## src/rtl/uart_tx.sv

```systemverilog
`default_nettype none
// ============================================================================
//  Module   : uart_tx
//  Purpose  : 8N1 UART transmitter with a one-entry holding register, giving
//             single-byte double buffering in front of the shift register.
//             A frame is one start bit (0), DATA_BITS data bits sent LSB
//             first, then one stop bit (1). Each bit lasts OVERSAMPLE baud
//             ticks. baud_tick is a clock enable, never a clock.
//  Revision : 1.0  initial release
// ----------------------------------------------------------------------------
//  Ports
//    clk        in   1          system clock
//    reset      in   1          synchronous active-high reset
//    baud_tick  in   1          one-clk enable at OVERSAMPLE x baud rate
//    tx_data    in   DATA_BITS  byte to transmit
//    tx_load    in   1          write strobe, accepted only while TBR=1
//    TxD        out  1          serial line, idle high, registered
//    TBR        out  1          1 = holding register empty
//    tx_busy    out  1          1 while a frame (start..stop) is on the line
// ============================================================================
module uart_tx #(
    parameter int DATA_BITS  = 8,
    parameter int OVERSAMPLE = 16
) (
    input  logic                 clk,
    input  logic                 reset,
    input  logic                 baud_tick,
    input  logic [DATA_BITS-1:0] tx_data,
    input  logic                 tx_load,
    output logic                 TxD,
    output logic                 TBR,
    output logic                 tx_busy
);

    typedef enum logic [1:0] {
        S_IDLE  = 2'd0,
        S_START = 2'd1,
        S_DATA  = 2'd2,
        S_STOP  = 2'd3
    } state_t;

    localparam logic [3:0] c_TICK_LAST = 4'(OVERSAMPLE - 1);
    localparam logic [2:0] c_BIT_LAST  = 3'(DATA_BITS - 1);

    // Registered state
    state_t                 r_state;
    logic [3:0]             r_tick_cnt;
    logic [2:0]             r_bit_cnt;
    logic [DATA_BITS-1:0]   r_hold;
    logic                   r_hold_full;
    logic [DATA_BITS-1:0]   r_shift;
    logic                   r_txd;
    logic                   r_busy;

    // Next-state values
    state_t                 w_state_nxt;
    logic [3:0]             w_tick_nxt;
    logic [2:0]             w_bit_nxt;
    logic [DATA_BITS-1:0]   w_shift_nxt;
    logic                   w_txd_nxt;
    logic                   w_busy_nxt;
    logic                   w_transfer;
    logic                   w_load_ok;
    logic                   w_last_tick;

    // A load is only taken into an empty holding register; a load attempted
    // while full is silently dropped. The transfer requires a full register,
    // so load and transfer can never happen on the same cycle.
    assign w_load_ok   = tx_load & ~r_hold_full;
    assign w_last_tick = baud_tick & (r_tick_cnt == c_TICK_LAST);

    // ------------------------------------------------------------------------
    // State register
    // ------------------------------------------------------------------------
    always_ff @(posedge clk) begin
        if (reset) begin
            r_state    <= S_IDLE;
            r_tick_cnt <= 4'd0;
            r_bit_cnt  <= 3'd0;
            r_shift    <= '0;
            r_txd      <= 1'b1;
            r_busy     <= 1'b0;
        end else begin
            r_state    <= w_state_nxt;
            r_tick_cnt <= w_tick_nxt;
            r_bit_cnt  <= w_bit_nxt;
            r_shift    <= w_shift_nxt;
            r_txd      <= w_txd_nxt;
            r_busy     <= w_busy_nxt;
        end
    end

    // ------------------------------------------------------------------------
    // Holding register: set by an accepted load, emptied by the transfer into
    // the shift register.
    // ------------------------------------------------------------------------
    always_ff @(posedge clk) begin
        if (reset) begin
            r_hold      <= '0;
            r_hold_full <= 1'b0;
        end else if (w_transfer) begin
            r_hold_full <= 1'b0;
        end else if (w_load_ok) begin
            r_hold      <= tx_data;
            r_hold_full <= 1'b1;
        end
    end

    // ------------------------------------------------------------------------
    // Next-state and output logic. Nothing moves unless baud_tick is high,
    // so holding baud_tick low freezes the frame with TxD stable.
    // ------------------------------------------------------------------------
    always_comb begin
        w_state_nxt = r_state;
        w_tick_nxt  = r_tick_cnt;
        w_bit_nxt   = r_bit_cnt;
        w_shift_nxt = r_shift;
        w_transfer  = 1'b0;

        case (r_state)
            S_IDLE: begin
                if (baud_tick && r_hold_full) begin
                    w_transfer  = 1'b1;
                    w_state_nxt = S_START;
                    w_tick_nxt  = 4'd0;
                end
            end

            S_START: begin
                if (w_last_tick) begin
                    w_tick_nxt  = 4'd0;
                    w_bit_nxt   = 3'd0;
                    w_state_nxt = S_DATA;
                end else if (baud_tick) begin
                    w_tick_nxt = r_tick_cnt + 4'd1;
                end
            end

            S_DATA: begin
                if (w_last_tick) begin
                    w_tick_nxt  = 4'd0;
                    w_shift_nxt = {1'b0, r_shift[DATA_BITS-1:1]};
                    if (r_bit_cnt == c_BIT_LAST) begin
                        w_bit_nxt   = 3'd0;
                        w_state_nxt = S_STOP;
                    end else begin
                        w_bit_nxt = r_bit_cnt + 3'd1;
                    end
                end else if (baud_tick) begin
                    w_tick_nxt = r_tick_cnt + 4'd1;
                end
            end

            S_STOP: begin
                if (w_last_tick) begin
                    w_tick_nxt = 4'd0;
                    // A byte already waiting starts immediately after the
                    // stop bit, so consecutive frames have no idle gap.
                    if (r_hold_full) begin
                        w_transfer  = 1'b1;
                        w_state_nxt = S_START;
                    end else begin
                        w_state_nxt = S_IDLE;
                    end
                end else if (baud_tick) begin
                    w_tick_nxt = r_tick_cnt + 4'd1;
                end
            end

            default: begin
                w_state_nxt = S_IDLE;
                w_tick_nxt  = 4'd0;
                w_bit_nxt   = 3'd0;
            end
        endcase

        if (w_transfer) begin
            w_shift_nxt = r_hold;
        end

        // The line level is computed from the next state and next shift
        // contents and then registered, so TxD changes exactly on the edge
        // that enters each bit and never glitches.
        case (w_state_nxt)
            S_START: w_txd_nxt = 1'b0;
            S_DATA:  w_txd_nxt = w_shift_nxt[0];
            default: w_txd_nxt = 1'b1;
        endcase

        w_busy_nxt = (w_state_nxt != S_IDLE);
    end

    assign TxD     = r_txd;
    assign TBR     = ~r_hold_full;
    assign tx_busy = r_busy;

endmodule
`default_nettype wire

```

## config.mk

```make
export PLATFORM = sky130hd
export DESIGN_NAME = uart_tx
export DESIGN_NICKNAME = d
export VERILOG_FILES = /design/src/rtl/uart_tx.sv
export SDC_FILE = /design/constraint.sdc
export NUM_CORES = 1
export LEC_CHECK = 0
export ABC_AREA = 1
export CAP_MARGIN = 20
export CORE_MARGIN = 1
export CORE_UTILIZATION = 53
export CTS_CLUSTER_DIAMETER = 30
export DETAILED_ROUTE_END_ITERATION = 7
export PLACE_DENSITY = 0.76
export SLEW_MARGIN = 20
export SYNTH_ARGS = -nofsm -noshare
export SYNTH_HDL_FRONTEND = slang
export SYNTH_SLANG_ARGS = --single-unit
export TNS_END_PERCENT = 5
```

## constraint.sdc

```tcl
create_clock -name clk -period 4.96 [get_ports clk]
set_clock_uncertainty 0.2 [all_clocks]
set_input_delay 0.992 -clock clk [delete_from_list [all_inputs] [get_ports clk]]
set_output_delay 0.992 -clock clk [all_outputs]
set_load 0.03 [all_outputs]
```

==> results.sh, run 1 <==
export IMPL_wl_per_cell_um=11.4
export IMPL_maxCapViolations=0
export IMPL_slowest_delay_ns=0.67
export IMPL_drc=0
export IMPL_p_total_mw=0.512
export IMPL_cp_required_ns=3.77
export IMPL_yosys_area_share_simple=0.302
export IMPL_yosysSeqAreaShare=0.418
export IMPL_critPathArrivalTime_ns=1.47
export IMPL_period_minus_slack_ns=2.66
export IMPL_die_area_um2=2740
export IMPL_cts_buffers=3
export IMPL_muxShareOfSynthArea=0
export IMPL_fillers=196
export IMPL_critPathLaunch="r_hold_full"
export IMPL_cts_resized=0
export IMPL_ys_ff_latch=28
export IMPL_cts_setup_buffers=0
export IMPL_synth_fp_nets=208
export IMPL_insertion_delay_ns=0.32
export IMPL_hold_violations=0
export IMPL_clock_path_buffers=2
export IMPL_gp_congestion=0.805
export IMPL_maxSlewHeadroom=0.696
export IMPL_drive_gt1_frac=0.0640
export IMPL_grt_pass1_wl_um=4320
export IMPL_finalCritPeriodShare=0.536
export IMPL_clk_pin_slew_ns=0.15
export IMPL_hold_path_class="flop to flop"
export IMPL_avgViaCountPerCell=5.11
export IMPL_std_cell_rows=17
export IMPL_synth_xor_area_share=0.00652
export IMPL_power_density_nw_per_um2=331
export IMPL_yosys_area_top_type_share=0.418
export IMPL_dr_total_vias=1180
export IMPL_crit_slowest_cell="clkdlybuf4s50_1"
export IMPL_first_iter_violations=33
export IMPL_dp_hpwl_um=2000
export IMPL_crit_reg2reg_launch="r_state[0]"
export IMPL_final_nets=224
export IMPL_netlist_cell_type_count=21
export IMPL_crit_end="TBR"
export IMPL_place_inst=227
export IMPL_final_cell_area_um2=1550
export IMPL_r2r_end="r_tick_cnt[3]"
export IMPL_grt_use_met2=0.371
export IMPL_groute_layer_met3_usage=0.0261
export IMPL_core_um2=2300
export IMPL_leakagePower_nw=0.733
export IMPL_mostFrequentLayoutCells="nand2_1, nor2_1, dfxtp_1"
export IMPL_final_seq_area_um2=561
export IMPL_pre_cts_ws_ns=2.24
export IMPL_track_usage=0.212
export IMPL_clock_sinks=28
export IMPL_reg2reg_depth=8
export IMPL_synth_top_family_by_area="simple AND/OR/NAND/NOR gates"
export IMPL_synth_compound_area_frac=0.119
export IMPL_grt_pass1_vias=1048
export IMPL_drtAntennaViolNets=0
export IMPL_cts_root_buf="clkbuf_4"
export IMPL_boundaryPins=15
export IMPL_wirelength_um=2630
export IMPL_diodes=0
export IMPL_antenna_found_initial=0
export IMPL_start_util=0.584
export IMPL_area_growth_pct=15.5
export IMPL_die_height_um=52.3
export IMPL_avgSynthCellArea_um2=7.14
export IMPL_grt_max_degree=18
export IMPL_grt_use_met1=0.259
export IMPL_critPathCaptureType="primary output"
export IMPL_multi_input_area_um2=674
export IMPL_dr_pass1_iters=4
export IMPL_mostFrequentLayoutCell="nand2_1"
export IMPL_finalSetupTns_ns=0
export IMPL_htreeDepth=1
export IMPL_mappedNetlistArea_um2=1340
export IMPL_ir_worst_vdd_uv=223
export IMPL_instances_no_fill=231
export IMPL_startpoint_type="flop"
export IMPL_cts_tree="done"
export IMPL_dpl_cell_area_um2=1500
export IMPL_setup_viol=0
export IMPL_synth_fa_ha_area_frac=0.0746
export IMPL_synth_area_leaders="dfxtp_1, nand2_1, nor2_1, ha_1, o21ai_0"
export IMPL_die_width_um=52.3
export IMPL_netlist_instances=188
export IMPL_rsz0062_at_grt="false"
export IMPL_grt_busiest_layer="met2"
export IMPL_report_final_slew_viol_count=0
export IMPL_synth_area_leader_cell="dfxtp_1"
export IMPL_numPortBuffers=14
export IMPL_ys_warn_count=0
export IMPL_critPathMaxFanout=3
export IMPL_cts_hold_buf=0
export IMPL_worst_slew_pin_slew_ns=0.455
export IMPL_r2r_setup_slack_ns=2.98
export IMPL_maxClockFrequency_mhz=376
export IMPL_holdPathStages=2
export IMPL_path_cells="inv_1 > clkdlybuf4s50_1"
export IMPL_critPathKind="flop to primary output"
export IMPL_grt_ovfl_total=0
export IMPL_fin_ws_ns=2.30
export IMPL_status="complete, no violations"
-- layer usage --
layer,wire length [um],vias up
met1,1280,519
met4,74,0
li1,-,623
met5,0,-
met3,66,8
met2,1210,30
-- cells by family after synthesis --
logic type | count (synthesis)
AND/OR/NAND/NOR | 96
AO/OA/AOI/OAI | 29
flip-flops | 28
buffers and inverters | 26
adder cells (fa/ha/maj) | 8
XOR/XNOR | 1
-- metrics by stage --
stage,utilization,hold slack [ns]
floorplan,-,0.245
global placement,0.652,0.258
detailed placement,0.652,0.264
CTS,0.675,0.284
global route,0.675,0.313
finish,0.675,0.287
-- critical path, delay by kind of cell (launching register included) --
family / cells / cell delay (ns)
buf+inv: 2 / 0.77
flops: 1 / 0.37
-- synthesized netlist by cell type, drive strengths merged --
master / number
a211oi: 2
o211a: 2
xnor2: 1
a21oi: 6
dfxtp: 28
inv: 22
clkinv: 1
nor2: 33
nand3: 8
nand3b: 1
nor3b: 1
o21ai: 19
or2: 1
nand2: 50
buf: 2
nor3: 2
clkbuf: 1
ha: 8
-- registers in the layout, summed over array words and instances, names as in the netlist --
register and count:
r_state 2, tx_busy 1, r_hold_full 1, r_shift 8
TxD 1, r_bit_cnt 3, r_tick_cnt 4, r_hold 8
-- power by group --
part | internal, mW | switching (mW)
Clock | 0.0817 | 0.0670
Combinational | 0.0434 | 0.0636
Sequential | 0.245 | 0.0114
Total | 0.370 | 0.142
-- how the worst min path moves through the flow --
| stage | start | endpoint | slack (ns) |
|---|---|---|---|
| floorplan | r_hold[7] | r_shift[7] | 0.24 |
| global placement | r_bit_cnt[1] | r_bit_cnt[1] | 0.26 |
| detailed placement | r_hold[7] | r_shift[7] | 0.26 |
| CTS | r_hold[7] | r_shift[7] | 0.28 |
| global route | r_hold[5] | r_hold[5] | 0.31 |
| finish | r_hold[7] | r_shift[7] | 0.29 |
-- layout make-up --
| cell class | count | area share |
|---|---|---|
| tap | 28 | 0.0226 |
| inverter | 23 | 0.0565 |
| multi-input combinational | 134 | 0.435 |
| timing repair buffer | 14 | 0.0904 |
| clock buffer | 3 | 0.0145 |
| clock inverter | 1 | 0.0194 |
| sequential | 28 | 0.362 |
No activity file was read; power rests on OpenSTA's default activity.
==> inputs of run 2 (changes only) <==
==> constraint.sdc (replaced) <==
create_clock -name clk -period 2.5 [get_ports clk]
set_clock_uncertainty 0.2 [all_clocks]
set_input_delay 0.5 -clock clk [delete_from_list [all_inputs] [get_ports clk]]
set_output_delay 0.5 -clock clk [all_outputs]
set_load 0.03 [all_outputs]
==> results.sh, run 2 (same netlist as run 1, synthesis figures left out) <==
export IMPL_status="complete, no violations"
export IMPL_slowest_delay_ns=0.67
export IMPL_grt_max_degree=18
export IMPL_p_clk_frac=0.198
export IMPL_maxSlewHeadroom=0.709
export IMPL_seqPwrFrac=0.566
export IMPL_drtAntennaViolNets=0
export IMPL_report_final_slew_viol_count=0
export IMPL_final_seq_area_um2=561
export IMPL_dr_total_vias=1177
export IMPL_hold_violations=0
export IMPL_critPathCaptureType="primary output"
export IMPL_drc=0
export IMPL_critPathArrivalTime_ns=1.45
export IMPL_path_delay_family="buffers and inverters"
export IMPL_comb_power_share=0.236
export IMPL_first_iter_violations=25
export IMPL_track_usage=0.217
export IMPL_startpoint_type="flop"
export IMPL_netSwitchingFraction=0.300
export IMPL_net_switching_power_mw=0.270
export IMPL_grt_pass1_vias=1065
export IMPL_hold_path_class="flop to flop"
export IMPL_dp_hpwl_um=1930
export IMPL_biggestRegsByFlops="r_hold: 8 flops, r_shift: 8 flops, r_tick_cnt: 4 flops"
export IMPL_power_density_nw_per_um2=589
export IMPL_numPortBuffers=14
export IMPL_grt_ovfl_total=0
export IMPL_htreeDepth=1
export IMPL_final_nets=225
export IMPL_grt_use_met1=0.289
export IMPL_clock_sinks=28
export IMPL_cts_setup_buffers=0
export IMPL_cts_buffers=3
export IMPL_cts_tree="done"
export IMPL_die_height_um=52.3
export IMPL_cts_hold_buf=0
export IMPL_critPathKind="flop to primary output"
export IMPL_path_cells="inv_1 > clkdlybuf4s50_1"
export IMPL_die_width_um=52.3
export IMPL_start_util=0.584
export IMPL_finalCritPeriodShare=0.862
export IMPL_clk_pin_slew_ns=0.14
export IMPL_worst_slew_pin_slew_ns=0.437
export IMPL_p_total_mw=0.900
export IMPL_crit_slowest_cell="clkdlybuf4s50_1"
export IMPL_boundaryPins=15
export IMPL_multi_input_area_um2=674
export IMPL_rsz0062_at_grt="false"
export IMPL_area_growth_pct=13.8
export IMPL_finalSetupTns_ns=0
export IMPL_drive_gt1_frac=0.0640
export IMPL_insertion_delay_ns=0.32
export IMPL_instances_no_fill=231
export IMPL_cp_required_ns=1.80
export IMPL_maxCapViolations=0
export IMPL_std_cell_rows=17
export IMPL_groute_layer_met3_usage=0.0261
export IMPL_core_um2=2300
export IMPL_period_minus_slack_ns=2.15
export IMPL_cts_resized=0
export IMPL_die_area_um2=2740
export IMPL_avgViaCountPerCell=5.10
export IMPL_maxClockFrequency_mhz=464
export IMPL_grt_use_met2=0.352
export IMPL_antenna_found_initial=0
export IMPL_crit_buf_inv=2
export IMPL_final_util=0.665
export IMPL_mostFrequentLayoutCell="nand2_1"
export IMPL_place_inst=228
export IMPL_grt_pass1_wl_um=4410
export IMPL_gp_congestion=0.789
export IMPL_ir_worst_vdd_uv=350
export IMPL_grt_busiest_layer="met2"
export IMPL_dr_pass1_iters=4
export IMPL_setup_viol=0
export IMPL_diodes=0
export IMPL_fillers=215
export IMPL_cts_root_buf="clkbuf_4"
export IMPL_internal_power_mw=0.630
export IMPL_wl_per_cell_um=10.9
export IMPL_leakagePower_nw=0.724
export IMPL_mostFrequentLayoutCells="nand2_1, nor2_1, dfxtp_1"
export IMPL_wirelength_um=2520
export IMPL_critPathMaxFanout=3
export IMPL_clock_path_buffers=2
-- run 2: layer usage --
metal	vias up	wire length, um	share of wire
met5	-	0	0
met4	0	9	0.0036
met3	2	101	0.040
met2	23	1130	0.45
met1	531	1270	0.51
li1	621	-	-
-- run 2: worst paths after layout --
path,slack (ns),endpoint,depth (start not counted),startpoint
worst max-delay path,0.35,TBR,2,r_hold_full
worst min-delay path,0.28,r_bit_cnt[2],2,r_bit_cnt[2]
worst max register to register,0.53,r_tick_cnt[3],8,r_state[1]
worst min register to register,0.28,r_bit_cnt[2],2,r_bit_cnt[2]
-- run 2: metrics by stage --
stage,setup slack [ns],hold slack (ns),area [um2]
detailed placement,0.244,0.266,1510
floorplan,0.812,0.245,1340
CTS,0.338,0.286,1530
finish,0.345,0.281,1530
global placement,0.337,0.258,1510
global route,0.291,0.302,1530
-- run 2: tightest hold or removal path: stages, from the launching register on --
cell and delay (ns):
dfxtp_1 0.34, nand2_1 0.06, a21oi_1 0.05
-- run 2: final cells by class --
type                       count  share of cell area
multi-input combinational    134               0.441
sequential                    28               0.367
timing repair buffer          15              0.0966
inverter                      23              0.0573
tap                           28              0.0229
clock buffer                   3              0.0147
-- run 2: power groups by stage --
stage | sequential [mW] | combinational [mW] | clock [mW]
final | 0.509 | 0.213 | 0.178
after global routing | 0.514 | 0.246 | 0.199
after CTS | 0.509 | 0.213 | 0.186
after detailed placement | 0.519 | 0.211 | 0
after global placement | 0.518 | 0.206 | 0
after floorplan | 0.526 | 0.140 | 0
==> inputs of run 3 (changes only) <==
--- a/config.mk
+++ b/config.mk
@@ -16,4 +16,4 @@
 export SYNTH_ARGS = -nofsm -noshare
 export SYNTH_HDL_FRONTEND = slang
 export SYNTH_SLANG_ARGS = --single-unit
-export TNS_END_PERCENT = 5
+export TNS_END_PERCENT = 50
==> constraint.sdc (replaced) <==
create_clock -name clk -period 2.54 [get_ports clk]
set_clock_uncertainty 0.2 [all_clocks]
set_input_delay 0.508 -clock clk [delete_from_list [all_inputs] [get_ports clk]]
set_output_delay 0.508 -clock clk [all_outputs]
set_load 0.03 [all_outputs]
==> results of run 3 <==
Same layout as run 2 (identical final DEF). Status: complete, no violations.
Main changes from that run: setup slack after placement 0.244 ns -> 0.276 ns; setup slack after layout 0.345 ns -> 0.377 ns; register-to-register setup slack 0.53 ns -> 0.57 ns; total power 0.900 mW -> 0.886 mW; worst IR drop on VDD 350 uV -> 344 uV
==> RTL edit 1 (flow settings as in run 2) <==
`r_shift` no longer has a reset.
--- a/src/rtl/uart_tx.sv
+++ b/src/rtl/uart_tx.sv
@@ -78,5 +78,4 @@
             r_tick_cnt <= 4'd0;
             r_bit_cnt  <= 3'd0;
-            r_shift    <= '0;
             r_txd      <= 1'b1;
             r_busy     <= 1'b0;
@@ -85,8 +84,11 @@
             r_tick_cnt <= w_tick_nxt;
             r_bit_cnt  <= w_bit_nxt;
-            r_shift    <= w_shift_nxt;
             r_txd      <= w_txd_nxt;
             r_busy     <= w_busy_nxt;
         end
+    end
+
+    always_ff @(posedge clk) begin
+        r_shift <= w_shift_nxt;
     end
 
Behaviour: no difference found for any inputs over 10 cycles, from zero or initial values and one cycle with reset high; that may be too few to reach the edited logic, so the function may still have changed.
==> RTL edit 1 against run 2 <==
- sequential cell count unchanged
- setup slack lost 0.020 ns
- power up 17%
- area after synthesis increased by 1.8%
- critical path type unchanged
- wire length up 1.5%
- largest power group unchanged
- final cell count is 4.8% lower
- cell area increased by 4.0%
- combinational power rose by 7%
==> RTL edit 1: results (changes against run 2) <==
[setup_path]
worst_r2r_path_depth=7  ; was 8
r2r_setup_slack_ns=0.60  ; was 0.53 ns
timing.rr.start=r_tick_cnt[0]$_SDFFE_PP0P_  ; was r_state[1]$_SDFF_PP0_
cp-startpoint=r_hold_full$_SDFFE_PP0P_  ; unchanged
rr_endpoint=r_shift[7]$_DFFE_PP_  ; was r_tick_cnt[3]$_SDFFE_PP0P_
max_stage_delay_ns=0.69  ; was 0.67 ns

[global_route]
grt_pass1_vias=982  ; was 1065
grt_start_max_net_pins=17  ; was 18
track_usage=0.2062  ; was 0.2169
grt_pass1_wl_um=4084  ; was 4409 um

[cells_and_area]
layout-drive-gt1-share=0.08421  ; was 0.06404
n_fill_cell=230  ; was 215
stdcell_count=220  ; was 231
final_nets=211  ; was 225

[clocking]
cts_setup_buffers=0  ; unchanged
cts_max_path_buffers=2  ; unchanged
path_clk_slew_ns=0.15

[synthesis]
syn_inst=174  ; was 188
yosys-top-cells-area=dfxtp_1 (31%), edfxtp_1 (15%), nand2_1 (12%)  ; was dfxtp_1 (42%), nand2_1 (12%), nor2_1 (8.9%)
synth_fp_nets=194  ; was 208
ys_seq_area_frac=0.4615  ; was 0.4175
synth_edf_count=7  ; was 0
ys_top_cells_by_count=nand2_1 (45), inv_1 (22), dfxtp_1 (21)  ; was nand2_1 (44), nor2_1 (32), dfxtp_1 (28)

[placement]
hpwl_um=1906  ; was 1931 um
gp_congestion=0.8755  ; was 0.7893

[sta]
hold_ws_ns=0.2868  ; was 0.2809 ns
slew_headroom=0.7429  ; was 0.7086

[drt]
viasPerCell=5.050  ; was 5.095
dr.first_iter.drc_count=13  ; was 25
routedWlPerCell_um=11.60  ; was 10.89 um

[run_status]
status=complete, no violations  ; unchanged

[power]
vdd_ir_drop_max_v=0.0005996  ; was 0.0003498 V
p_leak_nw=0.7836  ; was 0.7242 nW

[RTL edit 1: cells by family after synthesis]
logic type / share of synthesized area
and+or+nand+nor: 0.3031
DFF: 0.4615
buffers and inverters: 0.07143
AOI/OAI and AO/OA: 0.08424
adders and majority gates: 0.07326
xor gates and xnor gates: 0.006411
[RTL edit 1: metal layers]
metal  vias up  track usage  wire length (um)
met5         -            0                 0
met4         0      0.07895                38
met3         4      0.03478                93
met2        23       0.3544              1206
met1       503       0.2536              1215
li1        581            -                 -
[RTL edit 1: final cells by class]
cell class | instances | share of cell area
clock buffer | 3 | 0.01417
sequential | 28 | 0.3969
timing repair buffer | 14 | 0.08819
clock inverter | 1 | 0.01890
inverter | 24 | 0.05669
multi-input combinational | 120 | 0.4016
tap | 30 | 0.02362
[RTL edit 1: stage by stage]
stage / instance area [um^2] / utilization / setup WS [ns]
after floorplan: 1366 / - / 0.7956
after CTS: 1589 / 0.6473 / 0.3226
after global placement: 1536 / 0.6259 / 0.2246
after global routing: 1589 / 0.6473 / 0.2528
final: 1589 / 0.6473 / 0.3250
after detailed placement: 1536 / 0.6259 / 0.1434
[RTL edit 1: critical path, delay by kind of cell, from the launching register on]
family	cells	cell delay, ns
DFF	1	0.36
buffers and inverters	2	0.80
[RTL edit 1: how the worst max path moves through the flow]
| stage | cells past startpoint | slack, ns | end |
|---|---|---|---|
| floorplan | 7 | 0.80 | r_shift[1]$_DFFE_PP_ |
| global placement | 7 | 0.22 | r_shift[4]$_DFFE_PP_ |
| detailed placement | 7 | 0.14 | r_shift[4]$_DFFE_PP_ |
| CTS | 2 | 0.32 | TBR |
| global route | 2 | 0.25 | TBR |
| finish | 2 | 0.32 | TBR |
[RTL edit 1: power by group]
group	switching, mW	internal (mW)
clock	0.135	0.162
combinational	0.137	0.0891
sequential	0.0195	0.507
==> RTL edit 2 (config.mk and constraints of run 2) <==
Made on the original files. `DATA_BITS`: 8 -> 9.
--- a/src/rtl/uart_tx.sv
+++ b/src/rtl/uart_tx.sv
@@ -20,5 +20,5 @@
 // ============================================================================
 module uart_tx #(
-    parameter int DATA_BITS  = 8,
+    parameter int DATA_BITS  = 9,
     parameter int OVERSAMPLE = 16
 ) (
Interface: changed (resized tx_data); port bits go from 15 to 16. No check against the original RTL was run, so the function may have changed too.
==> RTL edit 2 against run 2 <==
- cell area grew 12%
- count of clock-buffer cells in the layout grew 3
- via count grew 8.7%
- area after synthesis grew 11%
- wire length grew 9.8%
- non-clock buffer count grew 1
- sequential cell count grew 2
- first-iteration DRC count shrank 12%
- power grew 20%
- core utilization grew 0.26 points
- setup slack gained 0.00097 ns
- critical path type unchanged
==> RTL edit 2: results (changes against run 2) <==
[run_status]
status=complete, no violations  ; unchanged

[cells_and_area]
clk_share=0.03723  ; was 0.01474
buffer_area_frac=0.09197  ; was 0.09664
multi_input_gates=144  ; was 134
multi_input_area_share=0.4387  ; was 0.4414

[clocking]
cts.htree.levels=2  ; was 1
numCtsBuffers=5  ; was 3
cts_sinks=30  ; was 28

[synthesis]
synth_fp_nets=226  ; was 208
yosys-top-cells-area=dfxtp_1 (40%), nand2_1 (12%), nor2_1 (8.8%)  ; was dfxtp_1 (42%), nand2_1 (12%), nor2_1 (8.9%)
yosysUniqueCellTypes=26  ; was 21
ys_top_cells_by_count=nand2_1 (46), nor2_1 (35), dfxtp_1 (30)  ; was nand2_1 (44), nor2_1 (32), dfxtp_1 (28)
synthXorXnorAreaFrac=0.01174  ; was 0.006524

[global_route]
grt_start_max_net_pins=20  ; was 18
grt_pass1_wl_um=4678  ; was 4409 um
track_usage=0.2203  ; was 0.2169
grt_pass1_vias=1159  ; was 1065

[placement]
dpl_cell_area_um2=1650  ; was 1505 um^2
place_inst=246  ; was 228
hpwl_um=2086  ; was 1931 um

[sta]
fin_crit_ns=2.154  ; was 2.155 ns

[power]
seq-power_mw=0.544  ; was 0.509 mW
p_int_mw=0.7497  ; was 0.6302 mW
clkPwrFrac=0.284  ; was 0.198

[drt]
viasPerCell=5.035  ; was 5.095

[setup_path]
max_stage_delay_ns=0.69  ; was 0.67 ns

[RTL edit 2: changes by cell type in the layout (fill, tap and decap cells not counted), sizes merged, moves of 2 or more]
cell	run 2	this run
dfxtp	28	30
nand2	50	52
clkbuf	3	6
clkinv	1	4
nor2	33	37
[RTL edit 2: worst paths after layout]
path	from	slack [ns]	cells past startpoint	endpoint
worst max-delay path	r_hold_full$_SDFFE_PP0P_	0.35	2	TBR
worst max register to register	r_state[0]$_SDFF_PP0_	0.69	8	r_tick_cnt[3]$_SDFFE_PP0P_
worst min-delay path	r_hold[8]$_SDFFE_PP0P_	0.27	2	r_shift[8]$_SDFFE_PP0P_
worst min register to register	r_hold[8]$_SDFFE_PP0P_	0.27	2	r_shift[8]$_SDFFE_PP0P_
[RTL edit 2: worst min-delay path: cells and delay by family (launching register included)]
kind	cells	cell delay (ns)
AOI/OAI and AO/OA	1	0.06
and+or+nand+nor	1	0.06
DFF	1	0.32
